## config.mk

```make
export PLATFORM = sky130hd
export DESIGN_NAME = inst_fetch_flat
export DESIGN_NICKNAME = d
export VERILOG_FILES = /design/src/rtl/inst_fetch_if.sv /design/src/rtl/inst_fetch.sv /design/src/flat_wrapper.sv
export SDC_FILE = /design/constraint.sdc
export NUM_CORES = 1
export LEC_CHECK = 0
export ABC_AREA = 0
export BUFFER_PORTS_ARGS = -buffer_cell sky130_fd_sc_hd__buf_2
export CORE_MARGIN = 4
export CORE_UTILIZATION = 52
export DETAILED_ROUTE_END_ITERATION = 8
export GPL_ROUTABILITY_DRIVEN = 0
export HOLD_SLACK_MARGIN = 0.08
export PLACE_DENSITY = 0.81
export SYNTH_ARGS = -nofsm -noshare
export SYNTH_HDL_FRONTEND = slang
export SYNTH_SLANG_ARGS = --single-unit
```

## constraint.sdc

```tcl
create_clock -name clk -period 3.8 [get_ports clk]
set_clock_uncertainty 0.2 [all_clocks]
set_input_delay 0.38 -clock clk [delete_from_list [all_inputs] [get_ports clk]]
set_output_delay 0.38 -clock clk [all_outputs]
set_load 0.005 [all_outputs]
```

## src/rtl/inst_fetch_if.sv

```systemverilog
// ============================================================================
// Module   : inst_fetch_if
// Brief    : Instruction-memory and decode handshake bundle for inst_fetch.
// Revision : 1.0
// ============================================================================
`default_nettype none

interface inst_fetch_if;
    logic        imem_req;
    logic [31:0] imem_addr;
    logic        imem_rvalid;
    logic [31:0] imem_rdata;
    logic [31:0] Inst;
    logic [31:0] PC;
    logic        inst_valid;
    logic        inst_ready;
    logic        br_taken;
    logic [31:0] Imm;
    logic        misalign;
    logic [31:0] fetch_cnt;

    modport master (
        output imem_req, imem_addr, Inst, PC, inst_valid, misalign, fetch_cnt,
        input  imem_rvalid, imem_rdata, inst_ready, br_taken, Imm
    );

    modport slave (
        input  imem_req, imem_addr, Inst, PC, inst_valid, misalign, fetch_cnt,
        output imem_rvalid, imem_rdata, inst_ready, br_taken, Imm
    );
endinterface

`default_nettype wire

```

## src/rtl/inst_fetch.sv

```systemverilog
// ============================================================================
// Module   : inst_fetch
// Brief    : RV32I fetch stage: PC register, imem req/rvalid handshake,
//            instruction hold for decode and next-PC / misalign trap logic.
// Revision : 1.0
// ============================================================================
`default_nettype none

module inst_fetch #(
    parameter logic [31:0] PC_RESET = 32'h0000_0000,
    parameter logic [31:0] NOP_INST = 32'h0000_0013
) (
    input  wire logic      clk,
    input  wire logic      rst,
    inst_fetch_if.master   bus
);

    localparam logic [31:0] c_PC_STEP = 32'd4;

    typedef enum logic [1:0] {
        S_IDLE  = 2'd0,
        S_FETCH = 2'd1,
        S_HOLD  = 2'd2,
        S_TRAP  = 2'd3
    } state_t;

    state_t      r_state;
    state_t      w_state_nxt;
    logic [31:0] r_pc;
    logic [31:0] r_inst;
    logic [31:0] r_pc_out;
    logic        r_misalign;
    logic [31:0] r_cnt;

    logic        w_capture;
    logic        w_accept;
    logic [31:0] w_next_pc;
    logic        w_aligned;

    // Branch operands only matter on the accept cycle; the adder runs freely.
    assign w_next_pc = r_pc_out + (bus.br_taken ? bus.Imm : c_PC_STEP);
    assign w_aligned = (w_next_pc[1:0] == 2'b00);
    assign w_capture = (r_state == S_FETCH) && bus.imem_rvalid;
    assign w_accept  = (r_state == S_HOLD) && bus.inst_ready;

    always_ff @(posedge clk) begin
        if (rst) begin
            r_state <= S_IDLE;
        end else begin
            r_state <= w_state_nxt;
        end
    end

    always_comb begin
        w_state_nxt = r_state;
        case (r_state)
            S_IDLE:  w_state_nxt = S_FETCH;
            S_FETCH: if (bus.imem_rvalid) w_state_nxt = S_HOLD;
            S_HOLD:  if (bus.inst_ready)  w_state_nxt = w_aligned ? S_FETCH : S_TRAP;
            S_TRAP:  w_state_nxt = S_TRAP;
            default: w_state_nxt = S_IDLE;
        endcase
    end

    always_ff @(posedge clk) begin
        if (rst) begin
            r_pc       <= PC_RESET;
            r_inst     <= NOP_INST;
            r_pc_out   <= PC_RESET;
            r_misalign <= 1'b0;
            r_cnt      <= 32'd0;
        end else begin
            if (w_capture) begin
                r_inst   <= bus.imem_rdata;
                r_pc_out <= r_pc;
            end
            if (w_accept) begin
                r_cnt <= r_cnt + 32'd1;
                // On a misaligned target the PC stays at the accepted address.
                if (w_aligned) begin
                    r_pc   <= w_next_pc;
                    r_inst <= NOP_INST;
                end else begin
                    r_misalign <= 1'b1;
                end
            end
        end
    end

    assign bus.imem_req   = (r_state == S_FETCH);
    assign bus.imem_addr  = r_pc;
    assign bus.inst_valid = (r_state == S_HOLD);
    assign bus.Inst       = r_inst;
    assign bus.PC         = r_pc_out;
    assign bus.misalign   = r_misalign;
    assign bus.fetch_cnt  = r_cnt;

endmodule

`default_nettype wire

```

## src/flat_wrapper.sv

```systemverilog
// flat-port wrapper written by rule: the top's interface ports become plain ports
module inst_fetch_flat 
#(
    parameter logic [31:0] PC_RESET = 32'h0000_0000,
    parameter logic [31:0] NOP_INST = 32'h0000_0013
)
  (clk, rst, bus_imem_req, bus_imem_addr, bus_Inst, bus_PC, bus_inst_valid, bus_misalign, bus_fetch_cnt, bus_imem_rvalid, bus_imem_rdata, bus_inst_ready, bus_br_taken, bus_Imm);
  inst_fetch_if bus_i ();
  input  wire logic clk;
  input  wire logic rst;
  output wire logic [$bits(bus_i.imem_req)-1:0] bus_imem_req;
  output wire logic [$bits(bus_i.imem_addr)-1:0] bus_imem_addr;
  output wire logic [$bits(bus_i.Inst)-1:0] bus_Inst;
  output wire logic [$bits(bus_i.PC)-1:0] bus_PC;
  output wire logic [$bits(bus_i.inst_valid)-1:0] bus_inst_valid;
  output wire logic [$bits(bus_i.misalign)-1:0] bus_misalign;
  output wire logic [$bits(bus_i.fetch_cnt)-1:0] bus_fetch_cnt;
  input wire logic [$bits(bus_i.imem_rvalid)-1:0] bus_imem_rvalid;
  input wire logic [$bits(bus_i.imem_rdata)-1:0] bus_imem_rdata;
  input wire logic [$bits(bus_i.inst_ready)-1:0] bus_inst_ready;
  input wire logic [$bits(bus_i.br_taken)-1:0] bus_br_taken;
  input wire logic [$bits(bus_i.Imm)-1:0] bus_Imm;
  assign bus_imem_req = bus_i.imem_req;
  assign bus_imem_addr = bus_i.imem_addr;
  assign bus_Inst = bus_i.Inst;
  assign bus_PC = bus_i.PC;
  assign bus_inst_valid = bus_i.inst_valid;
  assign bus_misalign = bus_i.misalign;
  assign bus_fetch_cnt = bus_i.fetch_cnt;
  assign bus_i.imem_rvalid = bus_imem_rvalid;
  assign bus_i.imem_rdata = bus_imem_rdata;
  assign bus_i.inst_ready = bus_inst_ready;
  assign bus_i.br_taken = bus_br_taken;
  assign bus_i.Imm = bus_Imm;
  inst_fetch #(.PC_RESET(PC_RESET), .NOP_INST(NOP_INST)) u_core (.clk(clk), .rst(rst), .bus(bus_i));
endmodule
```

==> impl_metrics.tcl <==
set metrics [dict create \
    setup_ws_ns 0.762 \
    htreeDepth 4 \
    dpl.cell_count 1177 \
    drt_iter0_drc 357 \
    syn_avg_cell_area_um2 7.84 \
    ys_async_sr_fraction_pct 0 \
    rr_endpoint "u_core.bus.imem_addr[16]" \
    synth_enable_flop_cells 0 \
    yosys_warnings 0 \
    rsz0062_at_grt "no" \
    routed_wirelength_mm 19.4 \
    worst_slew_pin_slew_ns 1.20 \
    crit_required_ns 3.90 \
    dpl_worst_slack_ns 0.497 \
    seqCellArea_mm2 0.00262 \
    drcViolationCount 0 \
    grt_pass1_vias 6311 \
    slew_viol_final 0 \
    fillers 991 \
    grt_overflow 0 \
    final_nets 1164 \
    cts_buffers 17 \
    post-dp-hpwl_mm 13.3 \
    swShare_pct 22.6 \
    synth_area_mm2 0.00661 \
    min_from "bus_imem_rvalid" \
    cts_root_buffer "clkbuf_16" \
    power_frac_comb_pct 8.1 \
    finalSetupViolCount 0 \
    fp.dieH_um 121 \
    cp.buffers_inverters 0 \
    yosysSeqAreaShare_pct 39.7 \
    synth_common_cells "199 x nand2_1, 131 x dfxtp_1, 115 x a21oi_1, 59 x nor2_1, 36 x clkbuf_1" \
    fin_cells 1242 \
    arrival_ns 3.13 \
    first_pass_iters 5 \
    setup_tns_ns 0 \
    synth_top_area_share_pct 39.7 \
    cts_sinks 131 \
    period_minus_slack_ns 3.04 \
    maxCapViolCount 0 \
    startpoint "u_core.bus.PC[0]" \
    pwr-share-seq_pct 41.0 \
    port-buffer-count 199 \
    end_kind "flop" \
    hold_path_end "u_core.r_state[1]" \
    vias_per_cell 5.40 \
    cts_tree "done" \
    status "finished clean" \
    final_antenna_net_count 0 \
    core-area_mm2 0.0122 \
    die-area_mm2 0.0146 \
    ctsLongestPathBuffers 2 \
    wire_per_inst_um 15.6 \
    cp-start-kind "flop" \
    num_io_pins 200 \
    rr_worst_depth 10 \
    min_path_cells 3 \
    switchingPower_w 0.000779 \
    cpMaxStageDelayCell "fa_1" \
    clk_pin_slew_ns 0.05 \
    synth_seq_cells 131 \
    finalHoldViolCount 0 \
    worstSkewPairLatency_ns 0.41 \
    power.internal_w 0.00267 \
    r2r-start "u_core.bus.PC[0]" \
    drive_gt1_share_pct 23.0 \
    ys_top_cells_by_area "dfxtp_1 40%, nand2_1 11%, a21oi_1 8.7%" \
    pwr-share-clk_pct 51.0 \
    via_count 6704 \
    max_stage_delay_ns 0.41 \
    crit_fanout 3 \
    cpLargestDelayFamily "compound AO/OA/AOI/OAI gates" \
    finalCritPeriodShare_pct 79.9 \
    grtUsageTotal_pct 26.3 \
    cts_setup_buffers 0 \
    max_slew_margin_pct 19.5 \
    synth_most_common_cell "nand2_1" \
    multi_input_area_mm2 0.00379 \
    antenna_cells 0 \
    max_freq_mhz 329 \
    power_density_mw_per_mm2 396 \
    yosysUniqueCellTypes 48 \
    reg2reg_slack_ns 0.76 \
    path_class "flop to flop" \
    grt_max_degree 57 \
    die_w_um 121 \
    antenna_found_initial 0 \
    synth_top_cell_by_area "dfxtp_1" \
    syn-num-nets 946 \
    areaGrowthSynthToFinish_pct 31.7 \
    initial_core_util_pct 54.1 \
    p_leak_nw 4.01 \
    hold_class "primary input to flop" \
    vdd_drop_max_v 0.000228 \
    grt_pass1_wl_mm 31.1 \
    crit_chain "ha_1, fa_1, a21oi_1, o21ai_0, a21oi_1, o21ai_0, a21o_1, a311o_1, xor2_1, a22o_1" \
    synth_cells 843 \
    synthFlopType "dfxtp_1" \
    cts_resized 0 \
    rows 40 \
]
[tightest hold or removal path, cell delays in order]
cell and delay, ns:
buf_2 0.07, nand2_1 0.10, a21oi_1 0.13
[what timing repair did]
item | in CTS | in global routing
hold buffers | 33 | 0
endpoints found under the hold margin | 33 | 0
setup endpoints to repair | 0 | 0
[flip-flops by register name (all words and copies together) (netlist names)]
signal                count
u_core.bus.Inst          32
u_core.bus.PC            32
u_core.bus.fetch_cnt     32
u_core.bus.imem_addr     32
u_core.bus.misalign       1
u_core.r_state            2
[per-layer routing]
layer	GRT usage, %	wire length [µm]
met2	42.8	9160
met4	10.2	430
met5	0	0
met3	6.41	1560
met1	33.5	8230
[power groups by stage]
stage,logic (W),clock network (W),registers [W]
2_1_floorplan,0.000145,0,0.00144
3_3_place_gp,0.000244,0,0.00144
3_5_place_dp,0.000246,0,0.00144
4_1_cts,0.000273,0.00179,0.00141
5_1_grt,0.000305,0.00185,0.00142
6_report,0.000278,0.00176,0.00141
[how the worst max path moves through the flow]
stage / to / slack (ns) / cells after the start
after floorplan: u_core.bus.imem_addr[16] / 0.74 / 12
after global placement: u_core.bus.imem_addr[16] / 0.58 / 12
after detailed placement: u_core.bus.imem_addr[16] / 0.50 / 12
after CTS: u_core.bus.imem_addr[16] / 0.81 / 10
after global routing: u_core.bus.imem_addr[16] / 0.61 / 10
final: u_core.bus.imem_addr[16] / 0.76 / 10
[metrics by stage]
step | instance area [µm²] | util, % | hold slack (ns) | total power, W
final | 8700 | 71.2 | 0.115 | 0.00345
after CTS | 8700 | 71.2 | 0.102 | 0.00348
after global routing | 8700 | 71.2 | 0.132 | 0.00357
after global placement | 7720 | 63.3 | 0.235 | 0.00168
after detailed placement | 7720 | 63.3 | 0.243 | 0.00169
after floorplan | 6610 | - | 0.242 | 0.00159
[cell families after synthesis]
group	after synthesis	synth area share, %
fa+ha+maj	34	6.55
xor+xnor	52	6.89
simple gates	368	25.2
buf+inv	53	3.11
compound gates	203	18.3
flops	131	39.7
mux	2	0.303
[layout make-up]
cell class	instances	share of cell area [%]
multi-input combinational	659	43.5
sequential	131	30.1
timing repair buffer	241	16.0
clock buffer	21	5.41
tap	168	2.42
clock inverter	11	2.00
inverter	11	0.475
[cell usage in the layout (no fill, tap or decap), types with 3 or more instances in the layout]
master,synthesis,routed
a22o_1,9,9
nand4_1,9,9
a21o_1,20,20
bufinv_16,0,4
and4_1,3,3
o31ai_1,4,4
or3_1,9,9
nand2_1,199,199
buf_2,5,199
nor3_1,4,4
dlygate4sd3_1,0,33
nor2b_1,5,5
o211ai_1,3,3
clkbuf_8,0,3
a31oi_1,4,4
and3_1,9,9
clkbuf_16,0,17
clkinvlp_4,0,3
a21oi_1,115,115
o21ai_0,21,21
nor2_1,59,58
dfxtp_1,131,131
inv_1,11,11
ha_1,33,33
a211oi_1,7,7
and2_1,35,35
xor2_1,27,27
nand2b_1,5,5
buf_4,0,9
nand3_1,23,23
xnor2_1,25,25
o21bai_1,6,6
Power figures use the tool's default switching activity.
